$ cat src/rtl/watermark_extractor.sv
// Recovers framed message bytes hidden in one bit of each pixel: hunts for a
// sync byte on a sliding bit window, then delivers PAYLOAD_LEN bytes MSB first.
module watermark_extractor #(
    parameter logic [7:0] SYNC_BYTE   = 8'hA5,
    parameter int         PAYLOAD_LEN = 16,
    parameter int         BIT_POS     = 0
) (
    input  logic       clk,
    input  logic       reset,
    input  logic       clk_enable,
    input  logic [7:0] pixel,
    input  logic       pixel_valid,
    output logic [7:0] message_out,
    output logic       message_valid,
    output logic       locked,
    output logic       frame_done
);

    typedef enum logic {ST_HUNT, ST_LOCKED} state_t;

    localparam logic [7:0] LAST_BYTE = 8'(PAYLOAD_LEN - 1);

    state_t     state, state_d;
    logic [7:0] shift_reg, shift_d;
    logic [3:0] fill_cnt, fill_d;
    logic [2:0] bit_cnt, bit_d;
    logic [7:0] byte_cnt, byte_d;
    logic [7:0] msg_d;
    logic       mv_d, fd_d;

    logic       accept;
    logic [7:0] shift_nx;
    logic [3:0] fill_inc;

    assign accept   = clk_enable & pixel_valid;
    assign shift_nx = {shift_reg[6:0], pixel[BIT_POS]};
    assign fill_inc = (fill_cnt == 4'd8) ? 4'd8 : fill_cnt + 4'd1;
    assign locked   = (state == ST_LOCKED);

    always_ff @(posedge clk) begin
        if (reset) begin
            state         <= ST_HUNT;
            shift_reg     <= 8'h00;
            fill_cnt      <= 4'd0;
            bit_cnt       <= 3'd0;
            byte_cnt      <= 8'd0;
            message_out   <= 8'h00;
            message_valid <= 1'b0;
            frame_done    <= 1'b0;
        end else begin
            state         <= state_d;
            shift_reg     <= shift_d;
            fill_cnt      <= fill_d;
            bit_cnt       <= bit_d;
            byte_cnt      <= byte_d;
            message_out   <= msg_d;
            message_valid <= mv_d;
            frame_done    <= fd_d;
        end
    end

    always_comb begin
        state_d = state;
        shift_d = shift_reg;
        fill_d  = fill_cnt;
        bit_d   = bit_cnt;
        byte_d  = byte_cnt;
        msg_d   = message_out;
        mv_d    = 1'b0;
        fd_d    = 1'b0;
        if (accept) begin
            shift_d = shift_nx;
            case (state)
                ST_HUNT: begin
                    fill_d = fill_inc;
                    // Window only counts once 8 real bits have been seen since the last clear.
                    if (shift_nx == SYNC_BYTE && fill_inc == 4'd8) begin
                        state_d = ST_LOCKED;
                        bit_d   = 3'd0;
                        byte_d  = 8'd0;
                    end
                end
                ST_LOCKED: begin
                    if (bit_cnt == 3'd7) begin
                        msg_d  = shift_nx;
                        mv_d   = 1'b1;
                        bit_d  = 3'd0;
                        byte_d = byte_cnt + 8'd1;
                        if (byte_cnt == LAST_BYTE) begin
                            fd_d    = 1'b1;
                            state_d = ST_HUNT;
                            fill_d  = 4'd0;
                            shift_d = 8'h00;
                        end
                    end else begin
                        bit_d = bit_cnt + 3'd1;
                    end
                end
                default: state_d = ST_HUNT;
            endcase
        end
    end

endmodule
$ cat config.mk
export PLATFORM = sky130hd
export DESIGN_NAME = watermark_extractor
export DESIGN_NICKNAME = d
export VERILOG_FILES = /design/src/rtl/watermark_extractor.sv
export SDC_FILE = /design/constraint.sdc
export NUM_CORES = 1
export LEC_CHECK = 0
export CAP_MARGIN = 5
export CELL_PAD_IN_SITES_DETAIL_PLACEMENT = 1
export CELL_PAD_IN_SITES_GLOBAL_PLACEMENT = 2
export CORE_ASPECT_RATIO = 0.7
export CORE_MARGIN = 8
export CORE_UTILIZATION = 36
export DETAILED_ROUTE_END_ITERATION = 6
export DONT_BUFFER_PORTS = 1
export MAX_ROUTING_LAYER = met4
export PLACE_DENSITY_LB_ADDON = 0.1
export REMOVE_ABC_BUFFERS = 1
export SKIP_LAST_GASP = 1
export SLEW_MARGIN = 15
export SYNTH_ARGS = -nofsm -noshare
export SYNTH_HDL_FRONTEND = slang
export SYNTH_SLANG_ARGS = --single-unit
$ cat constraint.sdc
create_clock -name clk -period 2 [get_ports clk]
set_input_delay 0.4 -clock clk [delete_from_list [all_inputs] [get_ports clk]]
set_output_delay 0.4 -clock clk [all_outputs]
set_load 0.02 [all_outputs]
==> summary.md, run 1 <==
| Metric | Value |
|---|---|
| Status | `completed` |
| Synth Flop Type | `dfxtp_1` |
| Final GP Congestion | `~0.8` |
| Final Non-Filler Cells | `about 250` |
| CTS Root Cell | `clkbuf_8` |
| Post-synth EDFFs | `0` |
| DRC | `0` |
| Die width | `94.5 um` |
| Unrepaired setup endpoints after global routing | `no` |
| ANT cells | `0` |
| Hold Vio Cnt, Final | `0` |
| Initial DRC count | `82` |
| Post-route ant nets | `0` |
| Reg area | `about 660 sq um` |
| Async SR Flop Fraction | `0` |
| CTS buffer count | `5` |
| Yosys warning count | `0` |
| Initial core utilization | `0.367` |
| Mapped cell area | `1550 sq um` |
| Clk Latency, worst-skew pair | `slightly below 0.3 ns` |
| Leakage | `just over 0.6 nW` |
| Rows | `20` |
| Crit-path slowest cell | `or4b_4` |
| Final WS setup | `roughly 0.11 ns` |
| Critical path class | `register to register` |
| Setup bufs post-CTS | `0` |
| Worst-Margin Slew | `around 0.40 ns` |
| Number of fill cells in the layout | `508` |
| Post-synth cell types | `40` |
| Pre-CTS setup slack | `0.0500 ns` |
| Top cells by area, synth | `dfxtp_1, nand3_1, nand2_1` |
| Min-Delay Path Class | `input pin to register` |
| DP Cell Count | `roughly 240` |
| Clock-pin slew on the worst setup and hold paths | `about 0.07 ns` |
| WL final | `4390 um` |
| Layout overhead on the synthesized area | `16.2%` |
| Vias in the first global route | `about 1500` |
| Wirelength per Cell | `roughly 18 um` |
| Synth Instances | `188` |
| Grt ovf | `0` |
| Pwr Density | `roughly 750 nW/um^2` |
| Clock skew | `0.00792 ns` |
| Crit path time final | `roughly 1.9 ns` |
| Buffers on Ports | `0` |
| Initial antenna violation count | `0` |
| GRT Util Overall | `0.142` |
| Share of post-route cells with drive strength above 1 | `0.133` |
| Slowest stage delay, CP | `roughly 0.53 ns` |
| Synth cell count leaders | `dfxtp_1, nand2_1, nand3_1, a21oi_1, clkbuf_1` |
| Synthesis-stage register bit count | `33` |
| WP data required | `around 2.2 ns` |
| CTS sink cnt | `33` |
| H-tree depth | `2` |
| Total of max-cap violations | `0` |
| Pwr Total | `0.00136 W` |
| I/O pins | `23` |
| Peak VDD IR | `~360 uV` |
| Startpoint Class | `register` |
| Most common cell in the synthesized netlist | `dfxtp_1` |
| First-pass GRT wire length | `between 7000 and 8000 um` |
| Setup TNS | `0 ns` |
| Yosys top cell by area | `dfxtp_1` |
| Via-per-instance ratio | `5.63` |
| Drt first pass iters | `4` |
| Pins Over Slew Limit | `0` |
| Arr. time, crit path | `2.11 ns` |
| Final Setup Violations | `0` |
| CP Cell Sequence | `inv_1 -> ha_1 -> or4b_4 -> nor4_4 -> buf_6 -> o221a_1` |
| Synth top area share | `0.426` |
| Synth Area per Inst | `a little over 8 sq um` |
| Cts hold-fix bufs | `0` |
| Vias | `about 1400` |
| CTS tree | `done` |
| Die Span Y | `about 71 um` |
| Critical path capture point type | `register` |
| Core area | `between 4000 and 5000 sq um` |
| Footprint of the multi-input gates | `847 sq um` |
| Clock Path Buffers | `2` |
| Crit-path max FO | `8` |
| Worst slew margin | `0.731` |
| Gates resized, CTS repair | `0` |
| Die area | `6700 sq um` |
| Largest net degree at the start of global routing | `33` |
| Period utilization | `0.944` |
| Share of the yosys chip area belonging to registers | `0.426` |
| Post-DP HPWL | `between 3000 and 4000 um` |
| FMAX | `roughly 0.53 GHz` |
| Nets | `212` |
cells in the final DEF, fill, tap and decap left out, drive strengths merged, types with 3 or more instances in the layout:
master	synthesis	final
dfxtp	33	33
inv	5	5
ha	5	5
clkbuf	10	7
nor3	4	4
nand2	29	29
o21ai	8	8
or3	3	3
nand3	23	23
or4	4	4
nand4	3	3
nor4	4	4
buf	1	11
o211ai	4	4
a21oi	21	21
layer usage:
layer / routed length [um] / part of all wire / GRT usage / up-vias
li1: - / - / - / 701
met1: 2180 / 0.50 / 0.184 / 679
met2: 1890 / 0.43 / 0.203 / 24
met3: 242 / 0.055 / 0.0402 / 9
met4: 76 / 0.017 / 0.0569 / 0
met5: 0 / 0 / - / -
critical path, delay by kind of cell (launching register included):
family | cells | cell delay (ns)
simple gates | 2 | 0.77
flops | 1 | 0.35
fa+ha+maj | 1 | 0.30
buf+inv | 2 | 0.22
compound gates | 1 | 0.18
final cells by class:
class / count / area share
flip-flops and latches: 33 / 0.367
multi-input cells: 138 / 0.470
repair buffers: 11 / 0.0479
clock inverters: 1 / 0.0167
inverters: 6 / 0.0125
clock buffers: 7 / 0.0479
well taps: 55 / 0.0382
final timing paths:
kind	cells after the start	slack [ns]	startpoint	to
setup / recovery	6	0.11	fill_cnt[1]	locked
setup reg to reg	6	0.11	fill_cnt[1]	locked
hold reg to reg	2	0.47	shift_reg[6]	shift_reg[6]
hold / removal	1	0.18	reset	shift_reg[5]
cell families (layout without fill, tap and decap cells):
| group | Yosys count | after routing | share of synthesized area |
|---|---|---|---|
| AOI/OAI and AO/OA | 44 | 44 | 0.172 |
| xor gates and xnor gates | 2 | 2 | 0.0113 |
| and+or+nand+nor | 86 | 86 | 0.302 |
| muxes | 1 | 1 | 0.00645 |
| DFF | 33 | 33 | 0.426 |
| buffers and inverters | 17 | 25 | 0.0419 |
| adders and majority gates | 5 | 5 | 0.0403 |
stage by stage:
stage | hold slack [ns] | cell area, sq um | util
finish | 0.183 | 1800 | 0.426
detailed placement | 0.466 | 1660 | 0.393
global placement | 0.457 | 1660 | 0.393
global route | 0.165 | 1800 | 0.426
floorplan | 0.439 | 1510 | -
CTS | 0.169 | 1780 | 0.420
report_power, final:
group / leakage, nW / internal (W) / switching (W)
Sequential: 0.267 / 0.000660 / 0.00000319
Clock: 0.0585 / 0.000406 / 0.000250
Combinational: 0.290 / 0.0000140 / 0.0000248
Total: 0.615 / 0.00108 / 0.000278
No activity file was read; power rests on OpenSTA's default activity.
==> run 2: changes to the inputs <==
--- a/config.mk
+++ b/config.mk
@@ -13,6 +13,7 @@
 export CORE_UTILIZATION = 36
 export DETAILED_ROUTE_END_ITERATION = 6
 export DONT_BUFFER_PORTS = 1
+export GPL_TIMING_DRIVEN = 0
 export MAX_ROUTING_LAYER = met4
 export PLACE_DENSITY_LB_ADDON = 0.1
 export REMOVE_ABC_BUFFERS = 1
==> run 2 against run 1 <==
- global-route usage up 0.75 points
- sequential share of layout area is 1.5 points higher
- clock power decreased by 14%
- register-to-register slack about the same
- final area is 3.8% lower
- critical path depth did not move
- routed wire length is 1.9% higher
- total power decreased by 7.2%
==> summary.md, run 2 (synthesis results as in run 1) <==
| Metric | Value |
|---|---|
| Status | `completed` |
| Worst slew margin | `0.647 (-0.0838)` |
| Share of post-route cells with drive strength above 1 | `0.111 (-0.0215)` |
| Final Setup Violations | `0 (unchanged)` |
| Met1 WL | `2340 um (+7.5%)` |
| WP depth | `6 (unchanged)` |
| Clock power frac | `0.448 (-0.035)` |
| Rows | `20 (unchanged)` |
| Total of max-cap violations | `0 (unchanged)` |
| I/O pins | `23 (unchanged)` |
| Clock skew | `0.00930 ns (+0.00138 ns)` |
| Metal3 WL | `203 um (-16%)` |
| Setup TNS | `0 ns (unchanged)` |
| Hold Crit Depth | `1 (unchanged)` |
| Buffers on Ports | `0 (unchanged)` |
| Arr. time, crit path | `2.11 ns (about the same)` |
| Clk Latency, worst-skew pair | `0.29 ns (about the same)` |
| Via-per-instance ratio | `5.77 (+2.6%)` |
| Crit-path max FO | `8 (unchanged)` |
| Startpoint Class | `register` |
| FMAX | `0.528 GHz (-0.43%)` |
| Die Span Y | `70.9 um (unchanged)` |
| Pins Over Slew Limit | `0 (unchanged)` |
| Worst-Margin Slew | `0.526 ns (+0.124 ns)` |
| H-tree depth | `2 (unchanged)` |
| Grt ovf | `0 (unchanged)` |
| ANT cells | `0 (unchanged)` |
| Cell family with most CP delay | `simple AND/OR/NAND/NOR gates` |
| Final Non-Filler Cells | `244 (-2.8%)` |
| Crit-path slowest cell | `or4b_4` |
| DR top layer | `met4` |
| Final GP Congestion | `0.808 (+1.2%)` |
| Die area | `6700 sq um (unchanged)` |
| Sequential group share of total power | `0.527 (+0.039)` |
| Clock-pin slew on the worst setup and hold paths | `0.07 ns (about the same)` |
| Post-DP HPWL | `2880 um (-11%)` |
| Pwr Density | `727 nW/um^2 (-3.5%)` |
| DRC | `0 (unchanged)` |
| Slowest stage delay, CP | `0.54 ns (about the same)` |
| Unrepaired setup endpoints after global routing | `no` |
| Commonest cells after routing, fill and taps aside | `dfxtp_1, nand2_1, nand3_1` |
| Core area | `4230 sq um (unchanged)` |
| DP Cell Count | `232 (-4.5%)` |
| Drt first pass iters | `4 (unchanged)` |
| Post-route design area | `1730 sq um (-3.8%)` |
| Nets | `205 (-3.3%)` |
| Post-place instance area | `1580 sq um (-5.0%)` |
| Layout overhead on the synthesized area | `11.8%` |
| Crit path time final | `1.90 ns (+0.00816 ns)` |
| Vias in the first global route | `1429 (-2.0%)` |
| Critical path class | `register to register` |
| Net Sw Power | `0.000279 W (+0.60%)` |
| First-pass GRT wire length | `7510 um (+2.3%)` |
| Initial antenna violation count | `0 (unchanged)` |
| Reg2reg path depth | `6 (unchanged)` |
| Largest net degree at the start of global routing | `33 (unchanged)` |
| CP Cell Sequence | `inv_1 -> ha_1 -> or4b_4 -> nor4_4 -> buf_4 -> o221a_1` |
| CTS buffer count | `5 (unchanged)` |
| Initial DRC count | `58 (-29%)` |
| WL final | `4480 um (+1.9%)` |
| WP data required | `2.22 ns (about the same)` |
| Min-Delay Path Class | `input pin to register` |
| CTS sink cnt | `33 (unchanged)` |
| Period utilization | `0.948 (+0.00408)` |
| Leakage | `0.571 nW (-7.2%)` |
| Peak VDD IR | `387 uV (+8.2%)` |
| Comb pwr share | `0.025 (-0.004)` |
| GRT Util Overall | `0.150 (+0.00751)` |
| Sum of buffers and inverters on the critical path | `2 (unchanged)` |
| Clock Path Buffers | `2 (unchanged)` |
| Post-route ant nets | `0 (unchanged)` |
| CTS Root Cell | `clkbuf_8` |
| Hold Vio Cnt, Final | `0 (unchanged)` |
| Number of fill cells in the layout | `518 (+2.0%)` |
| CTS tree | `done` |
| Commonest non-fill, non-tap cell in the layout | `dfxtp_1` |
| Met2 wire len | `1860 um (-1.9%)` |
| Sw Ratio | `0.222 (+0.0172)` |
| Vias | `1409 (-0.28%)` |
| Critical path capture point type | `register` |
| Cts hold-fix bufs | `0 (unchanged)` |
| Wirelength per Cell | `18.3 um (+4.8%)` |
| Internal power | `0.000981 W (-9.2%)` |
| Die width | `94.5 um (unchanged)` |
| Initial core utilization | `0.367 (unchanged)` |
-- run 2: what timing repair did --
item                       in CTS  in global routing
pin swaps                       2                  0
buffers inserted                3                  0
cloned                          1                  0
setup endpoints to repair      22                 12
resized for setup               4                  4
-- run 2: cell type report --
type | instances | area (sq um) | share of cell area
Timing Repair Buffer | 3 | 22.5 | 0.0130
Clock inverter | 1 | 5.00 | 0.00289
Sequential cell | 33 | 663 | 0.382
Multi-Input combinational cell | 139 | 856 | 0.494
Clock buffer | 7 | 96.3 | 0.0556
Inverter | 6 | 22.5 | 0.0130
Tap cell | 55 | 68.8 | 0.0397
-- run 2: worst reg2reg max path, delay by kind of cell, from the launching register on --
kind	cells	cell delay (ns)
and+or+nand+nor	2	0.69
DFF	1	0.38
adders and majority gates	1	0.31
buffers and inverters	2	0.26
AOI/OAI and AO/OA	1	0.20
-- run 2: through the flow --
stage                     power (W)   util  setup slack, ns  hold WS (ns)
final                       0.00126  0.410            0.105         0.173
after detailed placement   0.000709  0.373           -0.696         0.463
after floorplan            0.000700      -           0.0678         0.439
after global placement     0.000708  0.373           -0.603         0.458
after global routing        0.00131  0.410          0.00317         0.156
after CTS                   0.00127  0.408           0.0353         0.160
-- run 2: per-layer routing --
metal  vias up  track usage
met5         -            -
met4         0       0.0569
met3         8       0.0486
met2        19        0.208
met1       687        0.196
li1        695            -
-- run 2: power by group through the flow --
stage          registers [W]  logic [W]  clock network, W
6_report            0.000665  0.0000312          0.000565
5_1_grt             0.000665  0.0000357          0.000614
4_1_cts             0.000664  0.0000311          0.000579
3_5_place_dp        0.000680  0.0000299                 0
3_3_place_gp        0.000679  0.0000284                 0
2_1_floorplan       0.000678  0.0000219                 0
-- run 2: final timing paths --
check | from | end | slack (ns)
worst max-delay path | fill_cnt[0] | locked | 0.10
worst min-delay path | reset | message_out[0] | 0.17
worst max register to register | fill_cnt[0] | locked | 0.10
worst min register to register | shift_reg[6] | shift_reg[6] | 0.48
